===== config.mk =====
export PLATFORM = sky130hd
export DESIGN_NAME = alu_seq
export DESIGN_NICKNAME = d
export VERILOG_FILES = /design/src/rtl/alu_pkg.sv /design/src/rtl/bcd_nibble_adj.sv /design/src/rtl/alu_seq.sv
export SDC_FILE = /design/constraint.sdc
export NUM_CORES = 1
export LEC_CHECK = 0
export BUFFER_PORTS_ARGS = -buffer_cell sky130_fd_sc_hd__buf_2
export CAP_MARGIN = 25
export CORE_UTILIZATION = 37
export DETAILED_ROUTE_END_ITERATION = 6
export HOLD_SLACK_MARGIN = 0.08
export SYNTH_ARGS = -nofsm -noshare
export SYNTH_HDL_FRONTEND = slang
export SYNTH_SLANG_ARGS = --single-unit

===== constraint.sdc =====
create_clock -name clk -period 8 [get_ports clk]
set_input_delay 0.4 -clock clk [delete_from_list [all_inputs] [get_ports clk]]
set_output_delay 0.4 -clock clk [all_outputs]
set_load 0.02 [all_outputs]

===== src/rtl/alu_pkg.sv =====
// Shared definitions for the sequential ALU: opcodes, FSM states and the
// flag layout used by the P register. Pure declarations, no logic, so the
// datapath, the nibble adjuster and the execute stage all agree on encodings.
package alu_pkg;

  // Opcodes carried on alu_ctrl
  localparam logic [3:0] OP_ADD = 4'b0000;
  localparam logic [3:0] OP_OR  = 4'b0001;
  localparam logic [3:0] OP_XOR = 4'b0010;
  localparam logic [3:0] OP_AND = 4'b0011;
  localparam logic [3:0] OP_SR  = 4'b0100;
  localparam logic [3:0] OP_SL  = 4'b0101;
  localparam logic [3:0] OP_SUB = 4'b0110;
  localparam logic [3:0] OP_ROR = 4'b0111;
  localparam logic [3:0] OP_ROL = 4'b1000;

  // Sequencer states
  typedef enum logic [1:0] {
    ST_IDLE = 2'd0,
    ST_EXEC = 2'd1,
    ST_DADJ = 2'd2,
    ST_DONE = 2'd3
  } alu_state_t;

  // Bit positions of the ALU flags inside the processor's P register
  localparam int FLAG_C = 0;
  localparam int FLAG_Z = 1;
  localparam int FLAG_V = 6;
  localparam int FLAG_N = 7;

  // Registered flag set held alongside the result
  typedef struct packed {
    logic n;
    logic v;
    logic z;
    logic c;
  } alu_flags_t;

  // ADD and SUB are the only ops that take the decimal-adjust path
  function automatic logic is_arith(input logic [3:0] op);
    return (op == OP_ADD) || (op == OP_SUB);
  endfunction

endpackage


===== src/rtl/bcd_nibble_adj.sv =====
// bcd_nibble_adj: one-digit BCD add/subtract with decimal correction.
// Latency: combinational; the caller iterates it one nibble per cycle.
// Backpressure: none; pure function of its inputs.
module bcd_nibble_adj (
  input  logic [3:0] a,
  input  logic [3:0] b,
  input  logic       c_in,
  input  logic       sub,
  output logic [3:0] s,
  output logic       c_out
);

  logic [4:0] sum;
  logic [5:0] diff;

  // Add: a+b+c, corrected by +6 above 9. Sub: a-b-borrow, corrected by +10 when negative.
  // For sub, c_in = 1 means "no borrow", so the borrow subtracted is ~c_in.
  always_comb begin
    sum   = {1'b0, a} + {1'b0, b} + {4'b0000, c_in};
    diff  = {2'b00, a} - {2'b00, b} - {5'b00000, ~c_in};
    s     = 4'h0;
    c_out = 1'b0;
    if (sub) begin
      if (diff[5]) begin
        s     = diff[3:0] + 4'd10;
        c_out = 1'b0;
      end else begin
        s     = diff[3:0];
        c_out = 1'b1;
      end
    end else begin
      if (sum > 5'd9) begin
        s     = sum[3:0] + 4'd6;
        c_out = 1'b1;
      end else begin
        s     = sum[3:0];
        c_out = 1'b0;
      end
    end
  end

endmodule


===== src/rtl/alu_seq.sv =====
// alu_seq: multi-cycle binary/BCD ALU with registered result and N/V/Z/C flags.
// Latency: done 2 edges after accept for binary/logic/illegal ops, 2 + NIBBLES for decimal ADD/SUB.
// Backpressure: alu_start is only taken in IDLE or DONE; while busy it is ignored, not queued.
module alu_seq
  import alu_pkg::*;
#(
  parameter int WIDTH = 8
) (
  input  logic             clk,
  input  logic             resetn,
  input  logic             alu_start,
  input  logic [3:0]       alu_ctrl,
  input  logic             alu_decimal,
  input  logic [WIDTH-1:0] alu_AI,
  input  logic [WIDTH-1:0] alu_BI,
  input  logic             alu_carry_in,
  output logic             alu_busy,
  output logic             alu_done,
  output logic [WIDTH-1:0] alu_Y,
  output logic             alu_carry_out,
  output logic             alu_overflow,
  output logic             alu_zero,
  output logic             alu_neg
);

  localparam int NIBBLES = WIDTH / 4;
  localparam int CW      = (NIBBLES > 1) ? $clog2(NIBBLES) : 1;

  alu_state_t       state, state_nxt;
  logic             accept;

  // Operands captured at accept; later input changes do not disturb the op
  logic [3:0]       op_q;
  logic             dec_q;
  logic             cin_q;
  logic [WIDTH-1:0] a_q, b_q;

  // Binary datapath results, meaningful in EXEC
  logic [WIDTH-1:0] b_eff;
  logic [WIDTH:0]   sum;
  logic [WIDTH-1:0] bin_y;
  logic             bin_c, bin_v;
  logic             go_dadj;

  // Decimal-adjust iteration state
  logic [CW-1:0]    nib_cnt;
  logic             last_nib;
  logic             c_run;
  logic             v_hold;
  logic [WIDTH-1:0] dec_y, dec_y_nxt;
  logic [3:0]       nib_a, nib_b, nib_s;
  logic             nib_c;

  alu_flags_t       flags_q;

  assign accept   = alu_start && ((state == ST_IDLE) || (state == ST_DONE));
  assign go_dadj  = dec_q && is_arith(op_q);
  assign last_nib = (nib_cnt == CW'(NIBBLES - 1));

  assign alu_carry_out = flags_q.c;
  assign alu_overflow  = flags_q.v;
  assign alu_zero      = flags_q.z;
  assign alu_neg       = flags_q.n;

  // State register
  always_ff @(posedge clk or negedge resetn) begin
    if (!resetn) begin
      state <= ST_IDLE;
    end else begin
      state <= state_nxt;
    end
  end

  // Next-state and handshake outputs
  always_comb begin
    state_nxt = state;
    alu_busy  = 1'b0;
    alu_done  = 1'b0;
    case (state)
      ST_IDLE: begin
        if (alu_start) state_nxt = ST_EXEC;
      end
      ST_EXEC: begin
        alu_busy  = 1'b1;
        state_nxt = go_dadj ? ST_DADJ : ST_DONE;
      end
      ST_DADJ: begin
        alu_busy = 1'b1;
        if (last_nib) state_nxt = ST_DONE;
      end
      ST_DONE: begin
        alu_done  = 1'b1;
        state_nxt = alu_start ? ST_EXEC : ST_IDLE;
      end
      default: state_nxt = ST_IDLE;
    endcase
  end

  // SUB reuses the adder with B inverted; carry_in then acts as "no borrow"
  assign b_eff = (op_q == OP_SUB) ? ~b_q : b_q;
  assign sum   = {1'b0, a_q} + {1'b0, b_eff} + {{WIDTH{1'b0}}, cin_q};

  // Binary result and carry/overflow for every opcode
  always_comb begin
    bin_y = a_q;
    bin_c = cin_q;
    bin_v = 1'b0;
    case (op_q)
      OP_ADD, OP_SUB: begin
        bin_y = sum[WIDTH-1:0];
        bin_c = sum[WIDTH];
        bin_v = (a_q[WIDTH-1] == b_eff[WIDTH-1]) && (sum[WIDTH-1] != a_q[WIDTH-1]);
      end
      OP_OR:  bin_y = a_q | b_q;
      OP_XOR: bin_y = a_q ^ b_q;
      OP_AND: bin_y = a_q & b_q;
      OP_SR: begin
        bin_y = {1'b0, a_q[WIDTH-1:1]};
        bin_c = a_q[0];
      end
      OP_SL: begin
        bin_y = {a_q[WIDTH-2:0], 1'b0};
        bin_c = a_q[WIDTH-1];
      end
      OP_ROR: begin
        bin_y = {cin_q, a_q[WIDTH-1:1]};
        bin_c = a_q[0];
      end
      OP_ROL: begin
        bin_y = {a_q[WIDTH-2:0], cin_q};
        bin_c = a_q[WIDTH-1];
      end
      default: begin
        // Illegal opcode: pass A through, carry_in passes to C
        bin_y = a_q;
        bin_c = cin_q;
      end
    endcase
  end

  // One shared nibble adjuster, stepped LSB first by nib_cnt
  assign nib_a = a_q[{nib_cnt, 2'b00} +: 4];
  assign nib_b = b_q[{nib_cnt, 2'b00} +: 4];

  bcd_nibble_adj u_nib (
    .a     (nib_a),
    .b     (nib_b),
    .c_in  (c_run),
    .sub   (op_q == OP_SUB),
    .s     (nib_s),
    .c_out (nib_c)
  );

  // Merge the current adjusted digit into the accumulating decimal result
  always_comb begin
    dec_y_nxt = dec_y;
    dec_y_nxt[{nib_cnt, 2'b00} +: 4] = nib_s;
  end

  // Operand capture, decimal iteration and result/flag registers (written only on entry to DONE)
  always_ff @(posedge clk or negedge resetn) begin
    if (!resetn) begin
      op_q    <= OP_ADD;
      dec_q   <= 1'b0;
      cin_q   <= 1'b0;
      a_q     <= '0;
      b_q     <= '0;
      nib_cnt <= '0;
      c_run   <= 1'b0;
      v_hold  <= 1'b0;
      dec_y   <= '0;
      alu_Y   <= '0;
      flags_q <= '0;
    end else begin
      if (accept) begin
        op_q  <= alu_ctrl;
        dec_q <= alu_decimal;
        cin_q <= alu_carry_in;
        a_q   <= alu_AI;
        b_q   <= alu_BI;
      end
      case (state)
        ST_EXEC: begin
          nib_cnt <= '0;
          c_run   <= cin_q;
          v_hold  <= bin_v;
          dec_y   <= '0;
          if (!go_dadj) begin
            alu_Y   <= bin_y;
            flags_q <= {bin_y[WIDTH-1], bin_v, ~|bin_y, bin_c};
          end
        end
        ST_DADJ: begin
          nib_cnt <= nib_cnt + CW'(1);
          c_run   <= nib_c;
          dec_y   <= dec_y_nxt;
          if (last_nib) begin
            // V comes from the binary sum; N and Z from the adjusted digits
            alu_Y   <= dec_y_nxt;
            flags_q <= {dec_y_nxt[WIDTH-1], v_hold, ~|dec_y_nxt, nib_c};
          end
        end
        default: ;
      endcase
    end
  end

endmodule


Yosys cells after proc, flatten, opt, wreduce, memory -nomap -nowiden
Cells that the tools add are included.
{ "word_totals": {"output_inout_bits": 14, "input_bits": 25, "regBits": 47} }
{ "op_classes": {"n_lt_le_gt_ge": 1, "n_shift": 4, "addsub": 10, "bitwise": 5, "n_mux": 27, "reduce_logical": 18, "eq_ne": 16} }
{ "op_table": {"columns": ["op", "n"], "rows": [
  ["case mux 8 bit (8 select lines)", 1],
  ["case mux 8 bit (2 select lines)", 2],
  ["two-way mux 8 bit", 3],
  ["two-way mux 4 bit", 5],
  ["== test 4 x 3 -> 1 bit, second input constant", 4],
  ["OR reduction 8 bit", 2],
  ["variable part select 8 x 4 -> 4 bit", 2],
  ["adder 8 x 8 -> 9 bit", 1],
  ["adder 9 x 1 -> 9 bit", 1],
  ["bitwise AND 8 bit", 1],
  ["bitwise mux 8 bit", 1],
  ["== test 4 x 2 -> 1 bit, second input constant", 2],
  ["two-way mux 1 bit", 8],
  ["NOT 8 bit", 1],
  ["bitwise OR 8 bit", 1],
  ["case mux 2 bit (4 select lines)", 1],
  ["case mux 4 bit (2 select lines)", 1],
  ["OR reduction 2 bit", 4],
  ["variable shift 4 x 5 -> 8 bit, first input constant", 1],
  ["variable part select 4 x 5 -> 8 bit", 1],
  ["XOR 8 bit", 1],
  ["!= test 2 bit, second input constant", 3],
  ["subtractor 6 x 1 -> 6 bit", 1],
  ["adder 4 x 4 -> 5 bit", 1],
  ["other kinds (25)", 32]
]} }

Logic depth before layout (Yosys ltp)
Gate-level depths: netlist of the first run.
{ "depth": {"ltp_word": 12, "mapped_depth": 19, "depth_no_buf": 17} }

Cells and area by module
From an unflattened synthesis of the first run, not the netlist that was laid out.
{ "unflattened": {"cells_unflattened": 491, "area_unflattened_um2": 4149.0} }
{ "by_module_without_submodules": {"columns": ["module", "cells_per_inst", "instances", "seq_area_each_um2", "area_per_inst_um2"], "rows": [
  ["alu_seq", 414, 1, 1151.1, 3559.7],
  ["bcd_nibble_adj", 77, 1, 0.0, 589.3]
]} }

Worst setup path before layout of the first run
Ideal clock, no wire load.
{ "synth_path": {"path_kind": "register to register", "start": "register nib_cnt (netlist: last_nib)", "end": "register flags_q, in the netlist alu_zero", "t_required_ps": 7918, "path_slack_ps": 4063, "setup_time_ps": 82, "path_stages_with_launch": 20, "t_arrival_ps": 3855, "period_less_slack_ps": 3937, "cell_sequence": "dfrtp_1 > clkbuf_1 > inv_1 > clkbuf_1 > a21boi_0 > ha_1 > inv_1 > fa_1 > inv_1 > ha_1 > xnor2_1 > ha_1 > nor2_1 > nand2_1 > nand3_1 > o21ai_0 > a2111oi_2 > a31oi_1 > or4_1 > a31oi_1"} }
{ "synth_between": {"elab_chain_cells": 12, "word_cells_on_any_way": 22, "cone_classes": "add/sub (7); order compare (1); eq/ne (1); shift (4); mux (6); reduce/logical (3)"} }
{ "synth_lines": {"columns": ["item", "line", "rtl"], "rows": [
  ["start: declaration", "alu_seq.sv:46", "logic [CW-1:0] nib_cnt;"],
  ["start signal: assignment", "alu_seq.sv:194", "nib_cnt <= nib_cnt + CW'(1);"],
  ["variable part select 8 x 4 -> 4 bit, on equally long branches", "alu_seq.sv:142, alu_seq.sv:143", null],
  ["subtractor 4 x 4 -> 5 bit / adder 4 x 4 -> 5 bit (equally long branches)", "bcd_nibble_adj.sv:20, bcd_nibble_adj.sv:19", null],
  ["subtractor 6 x 1 -> 6 bit / adder 5 x 1 -> 5 bit (equally long branches)", "bcd_nibble_adj.sv:20, bcd_nibble_adj.sv:19", null],
  ["adder 4 bit (tied with other cells)", "bcd_nibble_adj.sv:25", "s = diff[3:0] + 4'd10;"],
  ["two-way mux 4 bit, on equally long branches", "bcd_nibble_adj.sv:24, bcd_nibble_adj.sv:32", null],
  ["two-way mux 4 bit", "bcd_nibble_adj.sv:23", "if (sub) begin"],
  ["variable part select 4 x 5 -> 8 bit", "alu_seq.sv:157", "dec_y_nxt[{nib_cnt, 2'b00} +: 4] = nib_s;"],
  ["bitwise mux 8 bit", "alu_seq.sv:157", null],
  ["OR reduction 8 bit", "alu_seq.sv:200", "flags_q <= {dec_y_nxt[WIDTH-1], v_hold, ~|dec_y_nxt, nib_c};"],
  ["zero test 1 bit", "alu_seq.sv:200", null],
  ["two-way mux 4 bit", "alu_seq.sv:197", "if (last_nib) begin"],
  ["case mux 4 bit (2 select lines)", "alu_seq.sv:182", "case (state)"],
  ["end signal: assignment", "alu_seq.sv:190", "flags_q <= {bin_y[WIDTH-1], bin_v, ~|bin_y, bin_c};"],
  ["end signal: assignment", "alu_seq.sv:200", null],
  ["end: declaration", "alu_seq.sv:54", "alu_flags_t flags_q;"]
]} }
Several ways; a longest one is shown, not always the timed one. The select of a mux whose other input is x is not followed.
A chain may end at the register's enable or synchronous reset.

Final worst setup path of the first run
Ends and elaborated chain as after synthesis.

==> flow_summary.yaml, run 1 <==
outcome:
  status: "complete, no violations"
synth:
  synth-main-ff-cell: "dfrtp_1"
  synth-edff-count: 0
  synth_top_cell_area_share: 0.282
  syn_inst: 495
  syn-num-nets: 564
  synth_top_area_cell: "dfrtp_1"
  ys_warn_count: 0
  synth.yosys.seq_area_share: 0.282
  ys_seq_elements: 46
  synthDistinctLibCells: 73
  syn_area_um2: 4080
  synthArstFlopShare: 1.00
  syn_avg_cell_area_um2: 8.25
  synth_area_leaders: "dfrtp_1 (28%), ha_1 (12%), o21ai_0 (6.7%)"
detailed_routing:
  drt-initial-drc-count: 215
  drcViolationCount: 0
  wl_mm: 10.6
  via_count: 3636
  post_drt_via_cell_ratio: 5.53
  firstDrtPassIters: 4
  antenna_left: 0
  routedWlPerCell_um: 16.1
worst_setup_path:
  max_stage_delay_ns: 0.78
  critPathCaptureType: "register"
  crit_path_cell_trace: "inv_1, a21boi_0, ha_1, inv_1, fa_1, inv_1, ha_1, xnor2_1, ha_1, nor2_1, nand2_1, nand3_1, o21ai_0, a2111oi_2, a31oi_1, or4_1, a31oi_1"
  crit_fanout: 25
  crit_buf_inv: 3
  worstSetupPathType: "reg -> reg"
  worst_setup_path_start_kind: "register"
  path_delay_family: "adder cells"
  slowest_stage: "dfrtp_1"
  arrival_ns: 4.93
  critical_path_required_ns: 8.24
sta:
  final-hold-violation-count: 0
  tns_ns: 0
  fin_crit_sh: 0.587
  rsz0062_at_grt: "no"
  period_needed_ns: 4.70
  maxClockFrequency_ghz: 0.213
  slew_headroom: 0.449
  tightest_slew_ns: 0.822
  slew_violations: 0
  setup_violations: 0
  fin_skew_ns: 0.00332
global_routing:
  grt_pass1_vias: 3424
  grt_pass1_wl_mm: 17.5
  antenna_found_initial: 0
  track_usage: 0.195
  grt_start_max_net_pins: 44
  gr-total-overflow: 0
floorplan:
  dieArea_um2: 11500
  ios: 39
  start_util: 0.388
  core_area_um2: 10500
  die_h_um: 107
  fp.dieW_um: 107
  rows: 37
clocking:
  insertion_delay_ns: 0.31
  cts_tree: "built"
  clockBufferDepth: 2
  cts_inserted_buffers: 5
  root_buffer: "clkbuf_8"
  clock_sinks: 46
  cts.htree.levels: 2
  clk_pin_slew_worst_paths_ns: 0.09
  cts_setup_buffers: 0
cells_and_area:
  design_area_um2: 4450
  drive_above_1_share: 0.144
  antenna_cells: 0
  final_common_cell: "nand2_1"
  layout.nets: 589
  layout_common_cells: "nand2_1 (56), o21ai_0 (55), inv_1 (47), dfrtp_1 (46)"
  areaGrowthSynthToFinish_pct: 9.07
  fin_cells: 657
  final_util: 0.424
worst_hold_path:
  hold_path_class: "in -> reg"
placement:
  place_congestion: 0.953
  port_buffers: 38
  dp_hpwl_mm: 8.26
  dp.cells: 648
  place_area_um2: 4350
flow_run:
  drv_cap: 0
==> synthesized netlist by cell type, types with 3 or more instances <==
| cell | number |
|---|---|
| a211oi_1 | 9 |
| a211oi_2 | 3 |
| a21boi_0 | 4 |
| a21oi_1 | 25 |
| a221oi_1 | 3 |
| a31oi_1 | 11 |
| buf_2 | 5 |
| buf_6 | 3 |
| clkbuf_1 | 14 |
| dfrtp_1 | 46 |
| fa_1 | 5 |
| ha_1 | 39 |
| inv_1 | 47 |
| mux2_2 | 4 |
| mux2i_1 | 4 |
| nand2_1 | 56 |
| nand2b_1 | 6 |
| nand3_1 | 10 |
| nor2_1 | 36 |
| nor2b_1 | 3 |
| nor3_1 | 5 |
| o211ai_1 | 4 |
| o21a_1 | 4 |
| o21ai_0 | 55 |
| o22ai_1 | 8 |
| o31ai_1 | 4 |
| o32ai_1 | 4 |
| or2_2 | 3 |
| xnor2_1 | 15 |
| xor2_1 | 4 |
==> cell type report <==
cell class	count	area, um^2
flip-flops and latches	46	1150
repair buffers	44	248
multi-input cells	374	2610
fillers	1061	6060
clock buffers	5	68.8
inverters	49	184
clock inverters	3	21.3
well taps	136	170
==> stage by stage <==
step | setup WS (ns) | hold slack [ns]
2_1_floorplan | 4.06 | 0.104
3_3_place_gp | 3.56 | 0.498
3_5_place_dp | 3.34 | 0.397
4_1_cts | 3.32 | 0.287
5_1_grt | 2.92 | 0.297
6_report | 3.30 | 0.287
==> registers in the layout, summed over array words and instances, names as in the netlist, 2 cells and up <==
register  count
op_q          4
dec_y         8
a_q           8
b_q           8
alu_Y         8
state         2
==> timing repair <==
action                    4_1_cts  5_1_grt
hold endpoints to repair       19        0
hold buffers                    1        0
resized for setup               0        0
==> path summary, 6_finish.rpt <==
path	slack [ns]	depth (start not counted)	end	startpoint
max	3.30	17	alu_zero$_DFFE_PN0P_	last_nib$_DFFE_PN0P_
min	0.29	3	cin_q$_DFFE_PN0P_	alu_carry_in
max reg2reg	3.30	17	alu_zero$_DFFE_PN0P_	last_nib$_DFFE_PN0P_
min reg2reg	0.52	1	alu_Y[3]$_DFFE_PN0P_	alu_Y[3]$_DFFE_PN0P_
max in group asynchronous	6.89	3	b_q[6]$_DFFE_PN0P_	resetn
min in group asynchronous	0.59	2	dec_y[6]$_DFFE_PN0P_	resetn
==> metal layers <==
| metal | GRT usage | routed length, um | up-vias |
|---|---|---|---|
| met2 | 0.298 | 4540 | 123 |
| met1 | 0.291 | 5320 | 1696 |
| met3 | 0.0274 | 520 | 15 |
| met4 | 0.0440 | 201 | 0 |
| li1 | - | - | 1802 |
| met5 | 0 | 0 | - |
==> tightest hold or removal path, delay by kind of cell <==
kind            cells  cell delay [ns]
compound gates      1             0.05
buf+inv             1             0.07
simple gates        1             0.03
==> cells by family (layout without fill, tap and decap cells) <==
logic type                 count (synthesis)  after routing  share of synthesized area
adders and majority gates                 44             44                      0.144
DFF                                       46             46                      0.282
muxes                                      8              8                     0.0208
and+or+nand+nor                          139            139                      0.162
AOI/OAI and AO/OA                        161            161                      0.259
xor gates and xnor gates                  22             22                     0.0527
buffers and inverters                     75            101                     0.0794
Power of run 1 is not shown: default switching activity piles up to over one toggle a cycle in this logic, so the estimate is an artifact.
==> inputs of run 2 (changes only) <==
ABC_AREA = 1   (was unset)
clock period = 3.9 ns   (was 8 ns; I/O delays follow)
==> flow_summary.yaml, run 2 <==
sta:
  tightest_slew_ns: 0.618
  final-hold-violation-count: 0
  maxClockFrequency_ghz: 0.283
  fin_crit_sh: 0.905
  period_needed_ns: 3.53
  timing.hold.ws_ns: 0.121
  rsz0062_at_grt: "no"
  fin_skew_ns: 0.00439
  slew_violations: 0
  setup_ws_ns: 0.369
  setup_violations: 0
  tns_ns: 0
  slew_headroom: 0.588
placement:
  dp.cells: 729
  dp_hpwl_mm: 8.37
  place_congestion: 0.900
  port_buffers: 38
  pre_cts_ws_ns: 0.437
cells_and_area:
  final_common_cell: "nand2_1"
  layout_common_cells: "nand2_1 (143), inv_1 (73), nor2_1 (51), dfrtp_1 (46), nand3_1 (45)"
  layout.nets: 670
  fin_cells: 737
  antenna_cells: 0
  drive_above_1_share: 0.135
  areaGrowthSynthToFinish_pct: 12.1
global_routing:
  track_usage: 0.195
  grt_pass1_vias: 3443
  grt_start_max_net_pins: 43
  antenna_found_initial: 0
  gr-total-overflow: 0
  grt_pass1_wl_mm: 17.3
clocking:
  clockBufferDepth: 2
  root_buffer: "clkbuf_8"
  cts_tree: "built"
  cts_inserted_buffers: 5
  hold_buffers: 1
  cts_setup_buffers: 0
  clock_sinks: 46
  clk_pin_slew_worst_paths_ns: 0.09
  cts.htree.levels: 2
  cts_resized: 0
  insertion_delay_ns: 0.30
synth:
  synth_top_area_cell: "dfrtp_1"
  synth_area_leaders: "dfrtp_1 (29%), nand2_1 (13%), ha_1 (12%)"
  ys_warn_count: 0
  syn_area_um2: 3980
  syn-num-nets: 632
  synth-main-ff-cell: "dfrtp_1"
  ys_seq_elements: 46
  yosysMostFrequentCell: "nand2_1"
  synthDistinctLibCells: 43
  synthArstFlopShare: 1.00
  synth-edff-count: 0
  syn_inst: 563
  synth_common_cells: "nand2_1 (143), inv_1 (73), nor2_1 (51)"
  synth_top_cell_area_share: 0.289
  synth.yosys.seq_area_share: 0.289
  syn_avg_cell_area_um2: 7.06
worst_hold_path:
  hold_path_class: "in -> reg"
detailed_routing:
  antenna_left: 0
  wl_mm: 10.6
  via_count: 3726
  top_layer: "met4"
  drt-met1-wl_mm: 5.03
  wl_met3_um: 581
  drt-initial-drc-count: 192
  drcViolationCount: 0
  routedWlPerCell_um: 14.4
  firstDrtPassIters: 5
  post_drt_via_cell_ratio: 5.06
  dr_wl_met2_mm: 4.80
worst_setup_path:
  worst_setup_path_start_kind: "register"
  worstSetupPathType: "reg -> reg"
  critPathCaptureType: "register"
  critical_path_required_ns: 4.14
  arrival_ns: 3.77
  crit_fanout: 16
outcome:
  status: "complete, no violations"
floorplan:
  ios: 39
  start_util: 0.384
  die_h_um: 106
  core_area_um2: 10400
  dieArea_um2: 11200
  rows: 37
  fp.dieW_um: 106
flow_run:
  drv_cap: 0
-- run 2: cell types whose count changed after synthesis, moves of 8 or more --
| cell | previous run | this run |
|---|---|---|
| xnor2_1 | 15 | 0 |
| a31oi_1 | 11 | 1 |
| nand2_1 | 56 | 143 |
| a21oi_1 | 25 | 40 |
| a211oi_1 | 9 | 0 |
| nor2_1 | 36 | 51 |
| o21ai_0 | 55 | 26 |
| xor2_1 | 4 | 12 |
| nand3_1 | 10 | 45 |
| nand4_1 | 1 | 10 |
| inv_1 | 47 | 73 |
-- run 2: cell families after synthesis --
group,share of synthesized area
flops,0.289
mux,0.00566
xor+xnor,0.0264
simple gates,0.295
compound gates,0.145
buf+inv,0.0906
fa+ha+maj,0.148
-- run 2: final timing paths --
| check | start | end | slack [ns] | cells after the start |
|---|---|---|---|---|
| setup reg to reg | last_nib$_DFFE_PN0P_ | alu_zero$_DFFE_PN0P_ | 0.37 | 19 |
| hold reg to reg | alu_overflow$_DFFE_PN0P_ | alu_overflow$_DFFE_PN0P_ | 0.49 | 2 |
| setup / recovery | last_nib$_DFFE_PN0P_ | alu_zero$_DFFE_PN0P_ | 0.37 | 19 |
| max in group asynchronous | resetn | a_q[6]$_DFFE_PN0P_ | 2.93 | 3 |
| min in group asynchronous | resetn | alu_Y[2]$_DFFE_PN0P_ | 0.43 | 2 |
| hold / removal | alu_decimal | dec_q$_DFFE_PN0P_ | 0.12 | 2 |
-- run 2: final cells by class --
cell class | count | area, um^2
clock buffer | 6 | 82.6
inverter | 78 | 293
multi-input combinational | 425 | 2470
clock inverter | 1 | 30.0
sequential | 46 | 1150
timing repair buffer | 45 | 265
tap | 136 | 170
fill | 1105 | 5910
-- run 2: worst max-delay path, cell delays in order (launching register included) --
cell	delay (ns)
dfrtp_1	0.53
o21ai_0	0.34
inv_1	0.10
fa_1	0.45
fa_1	0.57
inv_1	0.10
ha_1	0.20
inv_1	0.08
nor2_1	0.05
a21oi_2	0.12
nand3_2	0.12
nand2_2	0.12
nand2_1	0.07
nand3_1	0.10
nand3_2	0.09
nand2_1	0.09
nand2_1	0.05
nor2_1	0.08
nand3_1	0.09
a21oi_2	0.11
-- run 2: stage by stage --
step / instance area (um^2) / utilization
after floorplan: 3980 / -
after global routing: 4460 / 0.430
final: 4460 / 0.430
after detailed placement: 4340 / 0.418
after global placement: 4310 / 0.415
after CTS: 4460 / 0.430
-- run 2: layer usage --
metal  GRT usage  up-vias
met5           0        -
met3      0.0272       12
li1            -     1898
met4      0.0496        0
met2       0.317      121
met1       0.273     1695
Power of run 2 is left out for the same reason.
==> inputs of run 3 (changes only) <==
RECOVER_POWER = 100   (was unset)
==> flow_summary.yaml, run 3 (synthesized netlist as in run 2, its figures left out) <==
worst_setup_path:
  arrival_ns: 3.79
  regToRegStartpoint: "last_nib$_DFFE_PN0P_"
  r2r_cells: 19
  critical_path_required_ns: 4.13
  rrSetupSlack_ns: 0.35
  worstSetupPathType: "reg -> reg"
  critPathCaptureType: "register"
  crit_fanout: 16
  r2r_end: "alu_zero$_DFFE_PN0P_"
  worst_setup_path_start_kind: "register"
placement:
  place_congestion: 0.900
  dp_hpwl_mm: 8.37
  port_buffers: 38
sta:
  fin_skew_ns: 0.00473
  maxClockFrequency_ghz: 0.282
  rsz0062_at_grt: "no"
  final-hold-violation-count: 0
  timing.hold.ws_ns: 0.121
  period_needed_ns: 3.55
  tightest_slew_ns: 1.70
  slew_violations: 43
  slew_headroom: -0.131
  fin_crit_sh: 0.911
  tns_ns: 0
  setup_violations: 0
floorplan:
  rows: 37
  core_area_um2: 10400
  die_h_um: 106
  start_util: 0.384
  dieArea_um2: 11200
  ios: 39
  fp.dieW_um: 106
global_routing:
  gr-total-overflow: 0
  antenna_found_initial: 0
  grt_pass1_vias: 3443
  grtUsageMet1: 0.273
  grt_pass1_wl_mm: 17.3
  track_usage: 0.195
  top_usage_layer: "met2"
  grt_start_max_net_pins: 43
  met2_usage: 0.317
  met3_usage: 0.0272
clocking:
  cts_tree: "built"
  cts.htree.levels: 2
  cts_resized: 0
  insertion_delay_ns: 0.30
  root_buffer: "clkbuf_8"
  clock_sinks: 46
  clockBufferDepth: 2
  clk_pin_slew_worst_paths_ns: 0.09
  cts_inserted_buffers: 5
cells_and_area:
  final_common_cell: "nand2_1"
  layout_common_cells: "nand2_1 (143), inv_1 (74), nor2_1 (52), nand3_1 (46), dfrtp_1 (46)"
  areaGrowthSynthToFinish_pct: 10.6
  nFillCells: 1121
  antenna_cells: 0
  drive_above_1_share: 0.101
  layout.nets: 670
detailed_routing:
  firstDrtPassIters: 5
  drt-initial-drc-count: 179
  antenna_left: 0
  via_count: 3711
  drcViolationCount: 0
  post_drt_via_cell_ratio: 5.04
  wl_mm: 10.6
  routedWlPerCell_um: 14.4
worst_hold_path:
  hold_path_class: "in -> reg"
  hold_depth: 2
  min_to: "dec_q$_DFFE_PN0P_"
  min_from: "alu_decimal"
flow_run:
  drv_cap: 1
outcome:
  violations: "capacitance limit, slew limit"
  status: "finished, violations left"
==> run 3: changes by cell type in the layout (fill, tap and decap cells not counted), sizes merged <==
cell	change
clkbuf	+17
buf	-17
==> run 3: how the worst max path moves through the flow <==
stage	from	end	slack, ns	depth (start not counted)
3_5_place_dp	last_nib$_DFFE_PN0P_	alu_zero$_DFFE_PN0P_	0.44	19
6_report	last_nib$_DFFE_PN0P_	alu_zero$_DFFE_PN0P_	0.35	19
2_1_floorplan	last_nib$_DFFE_PN0P_	alu_Y[7]$_DFFE_PN0P_	0.56	19
3_3_place_gp	last_nib$_DFFE_PN0P_	alu_zero$_DFFE_PN0P_	0.64	19
5_1_grt	last_nib$_DFFE_PN0P_	alu_Y[7]$_DFFE_PN0P_	0.06	19
4_1_cts	last_nib$_DFFE_PN0P_	alu_zero$_DFFE_PN0P_	0.42	19
==> run 3: final cells by class <==
| type | instances | area [um^2] | share of cell area |
|---|---|---|---|
| clock inverter | 1 | 30.0 | 0.00683 |
| timing repair buffer | 45 | 219 | 0.0498 |
| inverter | 78 | 293 | 0.0666 |
| multi-input combinational | 425 | 2450 | 0.558 |
| tap | 136 | 170 | 0.0387 |
| clock buffer | 6 | 82.6 | 0.0188 |
| sequential | 46 | 1150 | 0.262 |
==> run 3: critical path: stages, from the launching register on <==
cell and delay (ns):
dfrtp_1 0.53, o21ai_0 0.34, inv_1 0.10, fa_1 0.45
fa_1 0.57, inv_1 0.10, ha_1 0.20, inv_1 0.08
nor2_1 0.05, a21oi_2 0.12, nand3_2 0.12, nand2_2 0.12
nand2_1 0.07, nand3_1 0.09, nand3_1 0.11, nand2_1 0.10
nand2_1 0.05, nor2_1 0.08, nand3_1 0.08, a21oi_2 0.11
==> run 3: routing by layer <==
| metal | up-vias | wire [um] |
|---|---|---|
| met5 | - | 0 |
| met4 | 0 | 178 |
| met3 | 12 | 577 |
| met2 | 102 | 4800 |
| met1 | 1702 | 5060 |
| li1 | 1895 | - |
==> run 3: per-stage QoR <==
| stage | utilization | setup slack (ns) | instances | area [um^2] |
|---|---|---|---|---|
| 4_1_cts | 0.430 | 0.419 | 737 | 4460 |
| 6_report | 0.424 | 0.349 | 737 | 4400 |
| 2_1_floorplan | - | 0.556 | 563 | 3980 |
| 3_3_place_gp | 0.415 | 0.645 | 728 | 4310 |
| 5_1_grt | 0.424 | 0.0604 | 737 | 4400 |
| 3_5_place_dp | 0.418 | 0.437 | 729 | 4340 |
==> run 3: what timing repair did <==
action,CTS,global route
setup buffers,0,0
endpoints found under the hold margin,24,0
hold buffers,1,0
setup endpoints to repair,0,0
Power of run 3 is left out for the same reason.
